[src/rtl/pack_pkg.sv]
// pack_pkg: shared constants, FSM state encoding and helpers for the pack
// sample-buffer readers.
//   PACK_DEPTH   - default number of buffer entries
//   PACK_HDR     - default packet sync word
//   PACK_RD_LAT  - default buffer read latency (cycles)
//   pack_state_t - packet reader FSM states
//   pack_pkt_words(n) - packet length in 32-bit words for n samples
package pack_pkg;

  localparam int unsigned PACK_DEPTH  = 4000;
  localparam logic [15:0] PACK_HDR    = 16'hEB90;
  localparam int unsigned PACK_RD_LAT = 2;

  typedef enum logic [3:0] {
    ST_IDLE,
    ST_FETCH,
    ST_HDR,
    ST_UTC,
    ST_NS,
    ST_SX,
    ST_SY,
    ST_SZ,
    ST_SUM
  } pack_state_t;

  // Header, utc, ns, three words per sample, checksum.
  function automatic int unsigned pack_pkt_words(input int unsigned pkt_n);
    return 4 + 3 * pkt_n;
  endfunction

endpackage

[src/rtl/pack_fill_cnt.sv]
// pack_fill_cnt: number of buffer entries written but not yet read, modulo
// DEPTH. Purely combinational.
//   waddr - write pointer (next entry to be written)
//   raddr - read pointer
//   avail - entries available, 13 bits
module pack_fill_cnt
  import pack_pkg::*;
#(
  parameter int unsigned DEPTH = PACK_DEPTH
) (
  input  logic [11:0] waddr,
  input  logic [11:0] raddr,
  output logic [12:0] avail
);

  localparam logic [12:0] DEPTH_W = 13'(DEPTH);

  always_comb begin
    if (waddr >= raddr) avail = {1'b0, waddr} - {1'b0, raddr};
    else                avail = {1'b0, waddr} + DEPTH_W - {1'b0, raddr};
  end

endmodule

[src/rtl/pack_rd.sv]
// pack_rd: packet reader for the pack sample buffer. Waits for PKT_N samples,
// reads them through the buffer read port and emits framed 32-bit packets
// {HDR,seq}, utc, ns, (x,y,z) * PKT_N, checksum over a valid/ready stream.
//   clk_sys, rst        - clock, asynchronous active-high reset
//   buf_waddr/buf_raddr - buffer write pointer in, read address out
//   q_x/q_y/q_z         - sample data from buffer, [23:0] significant
//   q_utc/q_ns          - time stamp of the addressed entry
//   pk_data/pk_vld/pk_rdy/pk_sop/pk_eop - packet word stream
//   pk_seq              - sequence number of the next packet
module pack_rd
  import pack_pkg::*;
#(
  parameter int unsigned DEPTH  = PACK_DEPTH,
  parameter int unsigned PKT_N  = 16,
  parameter int unsigned RD_LAT = PACK_RD_LAT,
  parameter logic [15:0] HDR    = PACK_HDR
) (
  input  logic        clk_sys,
  input  logic        rst,
  input  logic [11:0] buf_waddr,
  output logic [11:0] buf_raddr,
  input  logic [31:0] q_x,
  input  logic [31:0] q_y,
  input  logic [31:0] q_z,
  input  logic [31:0] q_utc,
  input  logic [31:0] q_ns,
  output logic [31:0] pk_data,
  output logic        pk_vld,
  input  logic        pk_rdy,
  output logic        pk_sop,
  output logic        pk_eop,
  output logic [15:0] pk_seq
);

  pack_state_t state;
  logic [1:0]  lat_cnt;
  logic [7:0]  samp_cnt;
  logic [23:0] h_x, h_y, h_z;
  logic [31:0] h_utc, h_ns;
  logic [31:0] csum;
  logic [12:0] avail;
  logic        accept;
  logic        unused_hi;

  pack_fill_cnt #(.DEPTH(DEPTH)) u_fill_cnt (
    .waddr (buf_waddr),
    .raddr (buf_raddr),
    .avail (avail)
  );

  assign accept    = pk_vld & pk_rdy;
  assign unused_hi = ^{q_x[31:24], q_y[31:24], q_z[31:24]};

  always_ff @(posedge clk_sys or posedge rst) begin
    if (rst) begin
      state     <= ST_IDLE;
      lat_cnt   <= '0;
      samp_cnt  <= '0;
      h_x       <= '0;
      h_y       <= '0;
      h_z       <= '0;
      h_utc     <= '0;
      h_ns      <= '0;
      csum      <= '0;
      buf_raddr <= '0;
      pk_data   <= '0;
      pk_vld    <= 1'b0;
      pk_sop    <= 1'b0;
      pk_eop    <= 1'b0;
      pk_seq    <= '0;
    end else begin
      case (state)
        ST_IDLE: begin
          if (avail >= 13'(PKT_N)) begin
            state    <= ST_FETCH;
            lat_cnt  <= '0;
            samp_cnt <= '0;
          end
        end
        ST_FETCH: begin
          // RD_LAT+1 cycles here, so q_* reflects the current buf_raddr.
          if (lat_cnt == 2'(RD_LAT)) begin
            h_x    <= q_x[23:0];
            h_y    <= q_y[23:0];
            h_z    <= q_z[23:0];
            h_utc  <= q_utc;
            h_ns   <= q_ns;
            pk_vld <= 1'b1;
            if (samp_cnt == '0) begin
              state   <= ST_HDR;
              pk_data <= {HDR, pk_seq};
              pk_sop  <= 1'b1;
              csum    <= '0;
            end else begin
              state   <= ST_SX;
              pk_data <= {8'h00, q_x[23:0]};
            end
          end else begin
            lat_cnt <= lat_cnt + 2'd1;
          end
        end
        ST_HDR: if (accept) begin
          csum    <= csum + pk_data;
          pk_data <= h_utc;
          pk_sop  <= 1'b0;
          state   <= ST_UTC;
        end
        ST_UTC: if (accept) begin
          csum    <= csum + pk_data;
          pk_data <= h_ns;
          state   <= ST_NS;
        end
        ST_NS: if (accept) begin
          csum    <= csum + pk_data;
          pk_data <= {8'h00, h_x};
          state   <= ST_SX;
        end
        ST_SX: if (accept) begin
          csum    <= csum + pk_data;
          pk_data <= {8'h00, h_y};
          state   <= ST_SY;
        end
        ST_SY: if (accept) begin
          csum    <= csum + pk_data;
          pk_data <= {8'h00, h_z};
          state   <= ST_SZ;
        end
        ST_SZ: if (accept) begin
          csum <= csum + pk_data;
          if (buf_raddr == 12'(DEPTH - 1)) buf_raddr <= '0;
          else                             buf_raddr <= buf_raddr + 12'd1;
          if (samp_cnt == 8'(PKT_N - 1)) begin
            state   <= ST_SUM;
            // Accumulator does not yet hold this z word; fold it in here.
            pk_data <= csum + pk_data;
            pk_eop  <= 1'b1;
          end else begin
            state    <= ST_FETCH;
            samp_cnt <= samp_cnt + 8'd1;
            lat_cnt  <= '0;
            pk_vld   <= 1'b0;
          end
        end
        ST_SUM: if (accept) begin
          pk_vld <= 1'b0;
          pk_eop <= 1'b0;
          pk_seq <= pk_seq + 16'd1;
          state  <= ST_IDLE;
        end
        default: state <= ST_IDLE;
      endcase
    end
  end

endmodule

[config.mk]
export PLATFORM = sky130hd
export DESIGN_NAME = pack_rd
export DESIGN_NICKNAME = d
export VERILOG_FILES = /design/src/rtl/pack_pkg.sv /design/src/rtl/pack_fill_cnt.sv /design/src/rtl/pack_rd.sv
export SDC_FILE = /design/constraint.sdc
export NUM_CORES = 1
export LEC_CHECK = 0
export ABC_AREA = 1
export CAP_MARGIN = 20
export CORE_MARGIN = 10
export CORE_UTILIZATION = 49
export CTS_CLUSTER_DIAMETER = 120
export DETAILED_ROUTE_END_ITERATION = 12
export MAX_ROUTING_LAYER = met4
export PLACE_DENSITY = 0.8
export SLEW_MARGIN = 20
export SYNTH_ARGS = -nofsm -noshare
export SYNTH_HDL_FRONTEND = slang
export SYNTH_SLANG_ARGS = --single-unit
[constraint.sdc]
create_clock -name clk_sys -period 7.55 [get_ports clk_sys]
set_input_delay 0.755 -clock clk_sys [delete_from_list [all_inputs] [get_ports clk_sys]]
set_output_delay 0.755 -clock clk_sys [all_outputs]
set_load 0.02 [all_outputs]
==> impl_results.html <==
<table>
<tr><th>Metric</th><th>Value</th></tr>
<tr><th colspan="2">Run status</th></tr>
<tr><td>Outcome</td><td>finished, final reports clean</td></tr>
<tr><th colspan="2">Placement</th></tr>
<tr><td># port buffers</td><td>about 210</td></tr>
<tr><td>Area after detailed placement</td><td>roughly 17000 µm²</td></tr>
<tr><td>RePlAce Congestion</td><td>about 0.94</td></tr>
<tr><td>Placed cell count</td><td>roughly 2500</td></tr>
<tr><td>DP Worst Slack</td><td>approximately 3.7 ns</td></tr>
<tr><td>Sum of net half-perimeters after detailed placement</td><td>34.4 mm</td></tr>
<tr><th colspan="2">Worst setup path</th></tr>
<tr><td>CP Capture Type</td><td>flip-flop</td></tr>
<tr><td>Crit path launch</td><td>state[2]</td></tr>
<tr><td>Launching point of the worst reg2reg path</td><td>state[2]</td></tr>
<tr><td>Data required, critical path</td><td>about 8 ns</td></tr>
<tr><td>Path type of the worst setup path</td><td>reg -&gt; reg</td></tr>
<tr><td>Largest driver fanout on the critical path</td><td>44</td></tr>
<tr><td>Kind of start point of the critical path</td><td>flip-flop</td></tr>
<tr><td>Worst endpoint data arrival time</td><td>around 4.1 ns</td></tr>
<tr><th colspan="2">Cells and area</th></tr>
<tr><td>Layout cells sized above 1</td><td>0.0476</td></tr>
<tr><td>Post-route design area</td><td>roughly 18000 µm²</td></tr>
<tr><td>Filler cells</td><td>approximately 2500</td></tr>
<tr><td>Area delta synth-&gt;final</td><td>24.2%</td></tr>
<tr><td>Non-Filler Instances</td><td>2509</td></tr>
<tr><td>Post-layout nets</td><td>~2300</td></tr>
<tr><td>Area of the multi-input gates</td><td>roughly 7200 µm²</td></tr>
<tr><td>Most used cells in the layout excluding fill and tap cells</td><td>sky130_fd_sc_hd__nand2_1 (721), sky130_fd_sc_hd__dfrtp_1 (245), sky130_fd_sc_hd__clkdlybuf4s50_1 (213)</td></tr>
<tr><td>Core Util, Final</td><td>0.618</td></tr>
<tr><td>Most common cell after layout, fill and taps aside</td><td>sky130_fd_sc_hd__nand2_1</td></tr>
<tr><td>Sequential cell area in the final layout</td><td>roughly 6100 µm²</td></tr>
<tr><th colspan="2">STA</th></tr>
<tr><td>Max-slew headroom at the worst pin</td><td>0.254</td></tr>
<tr><td>Slew of the pin with the lowest slew margin</td><td>~1.1 ns</td></tr>
<tr><td>Minimum setup slack in the final design</td><td>between 3 and 4 ns</td></tr>
<tr><td>Fin. Hold Viols</td><td>0</td></tr>
<tr><td>Unrepaired setup endpoints after global routing</td><td>no</td></tr>
<tr><td>Number of pins exceeding their max-slew limit in the final report</td><td>0</td></tr>
<tr><td>Post-route minimum period</td><td>roughly 3.7 ns</td></tr>
<tr><td>Setup total negative slack</td><td>0 ns</td></tr>
<tr><td>Min Hold Slack</td><td>0.470 ns</td></tr>
<tr><td>Final Cycle Share</td><td>0.497</td></tr>
<tr><td>Setup violations, final</td><td>0</td></tr>
<tr><td>Achievable Freq</td><td>between 0.2 and 0.3 GHz</td></tr>
<tr><td>Worst-case clock skew</td><td>0.0185 ns</td></tr>
<tr><th colspan="2">Global routing</th></tr>
<tr><td>Total grt overflow</td><td>0</td></tr>
<tr><td>Wire length of the first global-routing pass</td><td>73.7 mm</td></tr>
<tr><td>Combined global-route utilization of all metal layers</td><td>0.258</td></tr>
<tr><td>Maximum number of pins on one net before global-route repair</td><td>206</td></tr>
<tr><td>Via count of the first global-routing pass</td><td>around 14000</td></tr>
<tr><td>Number of antenna violations at the first check in global routing</td><td>2</td></tr>
<tr><th colspan="2">Run</th></tr>
<tr><td>Max-capacitance violation count</td><td>0</td></tr>
<tr><th colspan="2">Synthesis</th></tr>
<tr><td>Number of register bits inferred by synthesis</td><td>between 200 and 250</td></tr>
<tr><td>Yosys warning count</td><td>0</td></tr>
<tr><td>Post-synth EDFFs</td><td>0</td></tr>
<tr><td>Dominant register cell in the synthesized netlist</td><td>sky130_fd_sc_hd__dfrtp_1</td></tr>
<tr><td>Sequential element share of the synthesized area</td><td>0.428</td></tr>
<tr><td>Cell variety after synth</td><td>48</td></tr>
<tr><td>Total standard cell area after synthesis</td><td>14300 µm²</td></tr>
<tr><td>Fraction of registers with async set/reset</td><td>1.00</td></tr>
<tr><td>Post-Syn Instances</td><td>approximately 1900</td></tr>
<tr><td>Mean instance size in the synthesized netlist</td><td>around 7.5 µm²</td></tr>
<tr><td>Number of nets in the synthesized netlist</td><td>approximately 2200</td></tr>
<tr><th colspan="2">Clock network</th></tr>
<tr><td>Max H-tree Level</td><td>1</td></tr>
<tr><td>Num Clock Sinks</td><td>approximately 250</td></tr>
<tr><td>Count of buffers added by post-CTS timing repair for setup</td><td>0</td></tr>
<tr><td>Clock Latency Late Sink</td><td>0.54 ns</td></tr>
<tr><td>Clock Root Buffer</td><td>sky130_fd_sc_hd__clkbuf_16</td></tr>
<tr><td>Number of hold-repair buffers added at the cts stage</td><td>0</td></tr>
<tr><td>CTS tree</td><td>done</td></tr>
<tr><td>Total CTS buffers</td><td>27</td></tr>
<tr><td>Clock buffer depth</td><td>3</td></tr>
<tr><td>Clock-pin slew of the registers on the worst-case setup and hold paths</td><td>about 0.060 ns</td></tr>
<tr><td>PostCTS Resize Cnt</td><td>0</td></tr>
<tr><th colspan="2">Drt</th></tr>
<tr><td>1st-iter DRT viols</td><td>approximately 1100</td></tr>
<tr><td>DRT Wirelength</td><td>between 40 and 50 mm</td></tr>
<tr><td>DR WL/cell</td><td>approximately 18 µm</td></tr>
<tr><td>Number of DRC violations after detailed routing</td><td>0</td></tr>
<tr><td>Number of search-and-repair iterations in the first detailed-routing pass</td><td>5</td></tr>
<tr><td>Via density</td><td>between 5 and 6</td></tr>
<tr><td>Antenna viol nets, final</td><td>0</td></tr>
<tr><td>Vias after detailed routing</td><td>roughly 14000</td></tr>
<tr><th colspan="2">Floorplanning</th></tr>
<tr><td>Die area</td><td>~36000 µm²</td></tr>
<tr><td>Core outline area</td><td>28800 µm²</td></tr>
<tr><td>Overall die width</td><td>about 190 µm</td></tr>
<tr><td>I/O pin count</td><td>around 240</td></tr>
<tr><td>Row count</td><td>between 60 and 70</td></tr>
<tr><td>Die height</td><td>191 µm</td></tr>
<tr><td>Effective utilization at floorplan</td><td>0.498</td></tr>
<tr><th colspan="2">Pwr</th></tr>
<tr><td>Total Power Consumption</td><td>between 7 and 8 mW</td></tr>
<tr><td>Maximum resistive drop on vdd</td><td>approximately 0.00024 V</td></tr>
<tr><td>PwrDens</td><td>between 400 and 500 nW/µm²</td></tr>
<tr><td>LEAKAGE</td><td>between 8 and 9 nW</td></tr>
<tr><th colspan="2">Min path</th></tr>
<tr><td>Class of the tightest hold or removal check</td><td>reg -&gt; reg</td></tr>
<tr><td>Start point of the worst hold path</td><td>h_z[12]</td></tr>
</table>
## layer usage
metal  global-route usage  vias to the layer above  part of all wire
li1                     -                     6593                 -
met1                0.314                     6504              0.42
met2                0.414                      525              0.47
met3               0.0610                      111             0.077
met4               0.0881                        0             0.036
met5                    -                        -                 0
## final timing paths
kind,to,slack [ns],cells after the start
min in group asynchronous,h_y[14],0.61,2
min reg2reg,h_z[12],0.47,2
min,h_z[12],0.47,2
max in group asynchronous,csum[7],5.57,4
max reg2reg,pk_data[1],3.80,12
max,pk_data[1],3.80,12
## power by group
group | total [mW] | switching (mW) | internal, mW
Combinational | 3.70 | 2.47 | 1.23
Sequential | 2.26 | 0.372 | 1.88
Clock | 1.48 | 0.546 | 0.935
Total | 7.44 | 3.39 | 4.05
## logic make-up (layout without fill, tap and decap cells)
kind of cell / after synthesis / after routing / synth area share
other: 0 / 2 / 0
adders and majority gates: 70 / 70 / 0.0643
DFF: 245 / 245 / 0.428
AOI/OAI and AO/OA: 272 / 272 / 0.114
buffers and inverters: 246 / 453 / 0.0678
and+or+nand+nor: 1038 / 1038 / 0.299
xor gates and xnor gates: 45 / 45 / 0.0275
## worst max-delay path, stage by stage (launching register included)
cell and delay [ns]:
sky130_fd_sc_hd__dfrtp_1 0.47, sky130_fd_sc_hd__inv_2 0.05, sky130_fd_sc_hd__nor2_2 0.07, sky130_fd_sc_hd__buf_4 0.31, sky130_fd_sc_hd__inv_2 0.11, sky130_fd_sc_hd__nor2_8 0.41, sky130_fd_sc_hd__inv_2 0.39, sky130_fd_sc_hd__nor2_1 0.31
sky130_fd_sc_hd__nor3_1 0.09, sky130_fd_sc_hd__nand2_2 0.68, sky130_fd_sc_hd__inv_2 0.37, sky130_fd_sc_hd__nor2_1 0.23, sky130_fd_sc_hd__a41oi_1 0.07
## synth_stat cells, types with 28 or more instances
| cell type | count | area (µm²) |
|---|---|---|
| sky130_fd_sc_hd__ha_1 | 64 | 801 |
| sky130_fd_sc_hd__clkbuf_1 | 28 | 105 |
| sky130_fd_sc_hd__nand3_1 | 136 | 681 |
| sky130_fd_sc_hd__a21oi_1 | 78 | 390 |
| sky130_fd_sc_hd__nor2_1 | 104 | 390 |
| sky130_fd_sc_hd__inv_1 | 168 | 631 |
| sky130_fd_sc_hd__buf_2 | 32 | 160 |
| sky130_fd_sc_hd__dfrtp_1 | 245 | 6130 |
| sky130_fd_sc_hd__a221oi_1 | 30 | 263 |
| sky130_fd_sc_hd__nand2_1 | 721 | 2710 |
| sky130_fd_sc_hd__xor2_1 | 31 | 272 |
| sky130_fd_sc_hd__o21ai_0 | 97 | 485 |
## state kept, by name, indices dropped and copies added, names as in the netlist, 2 cells and up
| name | flops |
|---|---|
| lat_cnt | 2 |
| h_z | 24 |
| h_ns | 32 |
| h_x | 24 |
| pk_seq | 16 |
| csum | 32 |
| buf_raddr | 12 |
| pk_data | 32 |
| h_y | 24 |
| samp_cnt | 8 |
| state | 4 |
| h_utc | 32 |
## final cells by class
| class | instances | share of cell area |
|---|---|---|
| multi-input cells | 1425 | 0.407 |
| flip-flops and latches | 245 | 0.345 |
| repair buffers | 224 | 0.126 |
| clock buffers | 39 | 0.0450 |
| inverters | 181 | 0.0387 |
| well taps | 384 | 0.0270 |
| clock inverters | 9 | 0.0111 |
| diodes | 2 | 0.000281 |
Power figures use the tool's default switching activity.
